### config.mk
export PLATFORM = sky130hd
export DESIGN_NAME = serial_word_deframer
export DESIGN_NICKNAME = d
export VERILOG_FILES = /design/src/rtl/deframer_pkg.sv /design/src/rtl/deframer_sipo.sv /design/src/rtl/serial_word_deframer.sv
export SDC_FILE = /design/constraint.sdc
export NUM_CORES = 1
export LEC_CHECK = 0
export CAP_MARGIN = 5
export CORE_ASPECT_RATIO = 0.8
export CORE_MARGIN = 2
export CORE_UTILIZATION = 30
export DETAILED_ROUTE_END_ITERATION = 8
export GPL_TIMING_DRIVEN = 0
export SETUP_SLACK_MARGIN = 0.1
export SLEW_MARGIN = 20
export SYNTH_ARGS = -nofsm -noshare
export SYNTH_HDL_FRONTEND = slang
export SYNTH_SLANG_ARGS = --single-unit
### constraint.sdc
create_clock -name clk -period 3.5 [get_ports clk]
set_input_delay 0.875 -clock clk [delete_from_list [all_inputs] [get_ports clk]]
set_output_delay 0.875 -clock clk [all_outputs]
set_load 0.05 [all_outputs]
### src/rtl/deframer_pkg.sv
// Shared types and defaults for the serial word deframer.
package deframer_pkg;

  typedef enum logic [0:0] {
    HUNT = 1'b0,
    LOCK = 1'b1
  } deframer_state_e;

  localparam logic [7:0]  SYNC_PATTERN_DEF = 8'hA5;
  localparam int unsigned DATA_W_DEF       = 8;
  localparam int unsigned FRAME_WORDS_DEF  = 4;

  // Counter width for a count of n values, never narrower than one bit.
  function automatic int unsigned cnt_width(input int unsigned n);
    return (n > 1) ? $clog2(n) : 1;
  endfunction

endpackage

### src/rtl/deframer_sipo.sv
// MSB-first serial-in/parallel-out word assembler with a bit counter.
module deframer_sipo
  import deframer_pkg::*;
#(
  parameter int unsigned DATA_W = DATA_W_DEF
) (
  input  logic              clk_i,
  input  logic              rst_ni,
  input  logic              shift_en_i,
  input  logic              clr_i,
  input  logic              d_i,
  output logic [DATA_W-1:0] word_o,
  output logic              word_done_o,
  output logic              last_bit_o
);

  localparam int unsigned         BitCntW = cnt_width(DATA_W);
  localparam logic [BitCntW-1:0]  LastBit = BitCntW'(DATA_W - 1);

  logic [DATA_W-1:0]  asm_q, asm_d;
  logic [BitCntW-1:0] cnt_q, cnt_d;
  logic [DATA_W-1:0]  word_q, word_d;
  logic               word_done_q, word_done_d;

  always_comb begin
    asm_d       = asm_q;
    cnt_d       = cnt_q;
    word_d      = word_q;
    word_done_d = 1'b0;
    last_bit_o  = shift_en_i && !clr_i && (cnt_q == LastBit);
    if (clr_i) begin
      asm_d = '0;
      cnt_d = '0;
    end else if (shift_en_i) begin
      asm_d = {asm_q[DATA_W-2:0], d_i};
      if (cnt_q == LastBit) begin
        cnt_d       = '0;
        word_d      = {asm_q[DATA_W-2:0], d_i};
        word_done_d = 1'b1;
      end else begin
        cnt_d = cnt_q + 1'b1;
      end
    end
  end

  always_ff @(posedge clk_i or negedge rst_ni) begin
    if (!rst_ni) begin
      asm_q       <= '0;
      cnt_q       <= '0;
      word_q      <= '0;
      word_done_q <= 1'b0;
    end else begin
      asm_q       <= asm_d;
      cnt_q       <= cnt_d;
      word_q      <= word_d;
      word_done_q <= word_done_d;
    end
  end

  assign word_o      = word_q;
  assign word_done_o = word_done_q;

endmodule

### src/rtl/serial_word_deframer.sv
// Hunts for a sync pattern in a serial stream, then emits FRAME_WORDS parallel words.
module serial_word_deframer
  import deframer_pkg::*;
#(
  parameter int unsigned       SYNC_W       = 8,
  parameter logic [SYNC_W-1:0] SYNC_PATTERN = SYNC_W'(SYNC_PATTERN_DEF),
  parameter int unsigned       DATA_W       = DATA_W_DEF,
  parameter int unsigned       FRAME_WORDS  = FRAME_WORDS_DEF
) (
  input  logic              clk,
  input  logic              reset,
  input  logic              d,
  output logic [DATA_W-1:0] dout,
  output logic              dout_valid,
  output logic              locked,
  output logic              frame_done
);

  localparam int unsigned         WordCntW = cnt_width(FRAME_WORDS);
  localparam logic [WordCntW-1:0] LastWord = WordCntW'(FRAME_WORDS - 1);

  deframer_state_e     state_q, state_d;
  logic [SYNC_W-1:0]   hist_q, hist_d;
  logic [WordCntW-1:0] word_cnt_q, word_cnt_d;
  logic                frame_done_q, frame_done_d;

  logic [SYNC_W-1:0]   hist_shift;
  logic                shift_en;
  logic                sipo_clr;
  logic                last_bit;

  deframer_sipo #(
    .DATA_W (DATA_W)
  ) u_sipo (
    .clk_i       (clk),
    .rst_ni      (reset),
    .shift_en_i  (shift_en),
    .clr_i       (sipo_clr),
    .d_i         (d),
    .word_o      (dout),
    .word_done_o (dout_valid),
    .last_bit_o  (last_bit)
  );

  assign hist_shift = {hist_q[SYNC_W-2:0], d};

  always_comb begin
    state_d      = state_q;
    hist_d       = hist_q;
    word_cnt_d   = word_cnt_q;
    frame_done_d = 1'b0;
    shift_en     = 1'b0;
    sipo_clr     = 1'b0;
    unique case (state_q)
      HUNT: begin
        hist_d = hist_shift;
        if (hist_shift == SYNC_PATTERN) begin
          state_d    = LOCK;
          word_cnt_d = '0;
          sipo_clr   = 1'b1;
        end
      end
      LOCK: begin
        shift_en = 1'b1;
        if (last_bit) begin
          if (word_cnt_q == LastWord) begin
            // Clearing the history forces a full fresh sync before the next frame.
            state_d      = HUNT;
            hist_d       = '0;
            word_cnt_d   = '0;
            frame_done_d = 1'b1;
          end else begin
            word_cnt_d = word_cnt_q + 1'b1;
          end
        end
      end
    endcase
  end

  always_ff @(posedge clk or negedge reset) begin
    if (!reset) begin
      state_q      <= HUNT;
      hist_q       <= '0;
      word_cnt_q   <= '0;
      frame_done_q <= 1'b0;
    end else begin
      state_q      <= state_d;
      hist_q       <= hist_d;
      word_cnt_q   <= word_cnt_d;
      frame_done_q <= frame_done_d;
    end
  end

  assign locked     = (state_q == LOCK);
  assign frame_done = frame_done_q;

endmodule

# Word level (Yosys, flattened, before mapping)
# Index checks and enable logic that the tools add are counted.
# Widths: inputs -> output; s select.
[word_totals]
mem_bits_ro = 0
latch_bits = 0
mem_bits_rw = 0
elab_cells = 49
n_memories = 0
register_bits = 30
out_inout_bits = 11
[op_classes]
mux = 24
magnitude_cmp = 0
n_mul = 0
reduce_logical = 7
n_div = 0
add_sub_neg = 2
bitwise_logic = 2
eq_ne = 6
shifts = 0
[op_table]
columns = ["op", "count"]
rows = [
  ["$mux 7", 4],
  ["$pmux 7 s2", 1],
  ["$mux 1", 11],
  ["$mux 3", 3],
  ["$eq 8x8->1 const B", 1],
  ["$mux 2", 3],
  ["$ne 2x1->1 const B", 2],
  ["$pmux 2 s2", 1],
  ["$reduce_and 2->1", 2],
  ["$add 3x1->3 const B", 1],
  ["$eq 3x3->1 const B", 1],
  ["$reduce_and 3->1", 1],
  ["$add 2x1->2 const B", 1],
  ["$eq 2x2->1 const B", 1],
  ["$logic_and 1x1->1", 2],
  ["$ne 2x2->1 const B", 1],
  ["$not 1->1", 2],
  ["$pmux 1 s2", 1],
  ["$reduce_bool 2->1", 1],
  ["$logic_not 1->1", 1],
]

# Logic depth before layout (Yosys ltp)
[logic_depth]
word_depth = 8
mapped_depth = 6

# By module
# Synthesis repeated with hierarchy kept, for this count alone.
[unflattened]
cells_unflattened = 104
area_unflattened_um2 = 1285.0
[by_module_without_submodules]
columns = ["mod", "cells_per_inst", "area_per_inst_um2", "instances"]
rows = [
  ["deframer_sipo", 56, 803.3, 1],
  ["serial_word_deframer", 48, 481.7, 1],
]

# Worst setup path after synthesis
# No wires, ideal clock.
[synth_path]
path_type = "in2reg"
start = "in d"
end = "reg u_sipo.cnt_q[0]"
slack_ns = 1.822
setup_time_ns = 0.120
t_arrival_ns = 1.558
stages = 4
required_time_ns = 3.380
cell_sequence = "and4bb_1 > nand4_2 > buf_6 > a31o_1"
[synth_between]
elab_chain_len = 4
[synth_lines]
columns = ["item", "line_no", "text"]
rows = [
  ["start, declared", "serial_word_deframer.sv:12", "input logic d,"],
  ["$eq 8x8->1 (*)", "serial_word_deframer.sv:57", "if (hist_shift == SYNC_PATTERN) begin"],
  ["$mux 1 (*)", "serial_word_deframer.sv:57", ""],
  ["$mux 1 (*)", "serial_word_deframer.sv:54", "unique case (state_q)"],
  ["$mux 3 / $reduce_bool 2->1 (equally long branches)", "-", ""],
  ["end signal, assigned", "deframer_sipo.sv:54", "cnt_q <= cnt_d;"],
  ["end, declared", "deframer_sipo.sv:21", "logic [BitCntW-1:0] cnt_q, cnt_d;"],
]
# Mark *: on every way between the ends. The rest lies on a longest branch, timed or not.
# A chain may end at the register's enable or synchronous reset.

# Worst setup path in the final report
[layout_path]
start = "reg state_q, in the netlist locked"
end = "out locked"
[layout_lines]
columns = ["item", "line_no", "text"]
rows = [
  ["start, declared", "serial_word_deframer.sv:22", "deframer_state_e state_q, state_d;"],
  ["start signal, assigned", "serial_word_deframer.sv:87", "state_q <= state_d;"],
  ["end, declared", "serial_word_deframer.sv:15", "output logic locked,"],
]
# No word-level cell between the ends.

==> metrics.md <==
| Metric | Value |
|---|---|
| Hold_buf cts | 0 |
| Critical Path, Cell by Cell | clkdlybuf4s50_1 |
| Chip height | 62.2 um |
| Final nets | 132 |
| TritonCTS Sinks | 30 |
| DP Wirelength | roughly 1600 um |
| DR pass1 iterations | 4 |
| Post-DRT Antenna Nets | 0 |
| First-pass GRT wire length | ~4300 um |
| Wire length per cell | about 13 um |
| Die ar. | about 4800 um2 |
| Clk_skew | approximately 7.3 ps |
| Kind of critical path | flop to primary output |
| Leak Pwr | 0.717 nW |
| CTS resizes | 0 |
| Most frequent cells in the layout | 30 x dfrtp_1, 12 x clkdlybuf4s50_1, 9 x inv_1, 9 x o21ai_0, 9 x a31o_1 |
| P_sw | about 0.19 mW |
| Dominant cells by area after synthesis | dfrtp_1 59%, a31o_1 6.2%, mux2_2 6.2%, and2_1 3.9%, o21ai_0 3.5% |
| H-tree depth | 2 |
| Placer Congestion | 0.744 |
| Die W | ~77 um |
| Port bufs | 13 |
| Largest stage delay, worst path | 800 ps |
| Vias per inst | 4.69 |
| Design area | about 1500 um2 |
| Crit. End Element | primary output |
| Setup bufs post-CTS | 0 |
| ANT cells | 0 |
| Max-slew headroom | 0.553 |
| Synth Area in Compound Gates | 0.122 |
| Ys Warns | 0 |
| Synth-to-Final Area Change | 22.0% |
| Overall via count from detail_route | 854 |
| Starting Density | 0.308 |
| Post-synth top area share | 0.591 |
| #FFs+latches synth | 30 |
| Mux contribution to synthesized area | 0.0700 |
| Post-synthesis simple-gate area fraction | 0.132 |
| Core Footprint | ~4100 um2 |
| Worst setup SP type | flop |
| Synth unique cells | 24 |
| Status | complete, no violations |
| Multi-input logic area | about 450 um2 |
| Max-cap violation count | 0 |
| Post-Syn Area | between 1000 and 1500 um2 |
| Gr usage total | 0.117 |
| Switching share of total power | 0.247 |
| RSZ-0062 raised after global routing | false |
| Synth Area per Inst | approximately 12 um2 |
| CTS tree | built |
| Placement Rows | 21 |
| # fillers | 410 |
| Synthesized Nets | about 110 |
| Setup tns final | 0 ps |
| Adder-cell share of the synthesized area | 0.0296 |
| Root Buffer | clkbuf_8 |
| Clk pin slew, worst setup/hold paths | 60 ps |
| Pwr Total | roughly 0.75 mW |
| Initial DRC count | 48 |
| Grt total ovfl | 0 |
| Max Fclk | between 400 and 500 MHz |
| Pin count of the biggest net entering global routing | 31 |
| Fin crit share | 0.656 |
| Register Area | 751 um2 |
| WP data required | ~2600 ps |
| Sequential Power Share | 0.530 |
| Pwr dens | 484 nW/um2 |
| Critical path peak fanout | 2 |
| Dpl cell area | around 1500 um2 |
| Hold Crit Class | flop to flop |
| Share of layout cells above drive strength 1 | 0.200 |
| Max-slew violations | 0 |
| Combinational share of power | 0.111 |
| Final routed DRC violation total | 0 |
| CTS buffer count | 5 |
| Number of global-route vias before repair | ~960 |
| Final Critical Period | roughly 2300 ps |
| Int Pwr | ~0.56 mW |
| Delay-heaviest family, CP | buffers and inverters |
| Commonest non-fill, non-tap cell in the layout | dfrtp_1 |
| Longest Clk Path Bufs | 2 |
| IR Drop Worst-Case VDD | about 0.20 mV |
| Synth Area in XOR/XNOR | 0 |
| Seq/Total Area, Yosys | 0.591 |
| Largest family of logic cells by synthesized area | simple AND/OR/NAND/NOR gates |
| Actual slew at the worst max-slew pin | around 670 ps |
| Worst path bufs/invs | 1 |
| Initial antenna violation count | 0 |
| Critical path's slowest cell | clkdlybuf4s50_1 |
| Count of final hold-check violations | 0 |
| Final count of negative-setup-slack endpoints | 0 |
| Synthesized instance count | 106 |
| Routed WL | approximately 2400 um |
| WP data arrival | ~1400 ps |
| Largest area contributor in the netlist | dfrtp_1 |
| Clock Latency Late Sink | between 200 and 300 ps |
| Ports | 14 |
| Clock power frac | 0.359 |
==> final cells by class <==
class | instances | area share
tap | 57 | 0.0460
timing repair buffer | 13 | 0.0808
sequential | 30 | 0.485
clock buffer | 6 | 0.0533
multi-input combinational | 61 | 0.290
inverter | 9 | 0.0218
buffer | 6 | 0.0234
==> power by group through the flow <==
stage	Sequential [mW]	Clock, mW	Combinational, mW
after CTS	0.398	0.279	0.0847
after global routing	0.402	0.295	0.0925
after detailed placement	0.404	0	0.0842
after floorplan	0.417	0	0.0387
final	0.398	0.269	0.0830
after global placement	0.403	0	0.0813
==> metal layers <==
layer	track usage	wire, um
met1	0.135	1130
met2	0.190	1080
met3	0.0392	98
met5	0	0
met4	0.0682	63
==> cell families (layout without fill, tap and decap cells) <==
kind of cell | count (synthesis) | after routing
DFF | 30 | 30
AOI/OAI and AO/OA | 22 | 22
muxes | 8 | 8
adders and majority gates | 3 | 3
buffers and inverters | 15 | 34
and+or+nand+nor | 28 | 28
==> registers in the layout (all words and copies together) (netlist names) <==
| signal | flops |
|---|---|
| hist_q | 7 |
| u_sipo.word_done_o | 1 |
| frame_done | 1 |
| u_sipo.word_o | 8 |
| u_sipo.cnt_q | 3 |
| word_cnt_q | 2 |
| locked | 1 |
| u_sipo.asm_q | 7 |
==> cells in the mapped netlist <==
cell      instances
nor2b_1           1
buf_6             1
ha_1              3
mux2i_1           1
mux2_2            7
nor3_1            1
nand4_2           1
and2_1            8
o21ai_0           9
a21oi_1           1
nand2b_1          1
nand2_1           3
nand3_1           7
a31o_2            3
a31o_1            9
clkbuf_2          1
nand2_2           1
buf_2             4
nor2_1            2
dfrtp_1          30
inv_1             9
or3b_1            1
and3_1            1
and4bb_1          1
==> path summary, 6_finish.rpt <==
path / endpoint / cells past startpoint / from / slack [ps]
worst max-delay path: locked / 1 / locked / 1200
worst min-delay path: u_sipo.word_o[0] / 2 / u_sipo.word_o[0] / 490
worst min register to register: u_sipo.word_o[0] / 2 / u_sipo.word_o[0] / 490
max in group asynchronous: hist_q[3] / 1 / reset / 2430
worst max register to register: u_sipo.word_o[1] / 5 / u_sipo.cnt_q[0] / 1860
min in group asynchronous: u_sipo.word_o[5] / 1 / reset / 620
==> worst reg2reg max path, stage by stage, from the launching register on <==
cell and delay, ps:
dfrtp_1 390, ha_1 210, ha_1 190, buf_2 160, nand2_2 210, mux2_2 370
==> per-stage QoR <==
stage	hold slack, ps	std cells	utilization	worst slack [ps]
2_1_floorplan	469	106	-	1820
3_3_place_gp	470	176	0.357	1100
3_5_place_dp	483	176	0.355	1190
4_1_cts	496	182	0.375	1180
5_1_grt	530	182	0.375	1160
6_report	487	182	0.375	1200
Power figures use the tool's default switching activity.
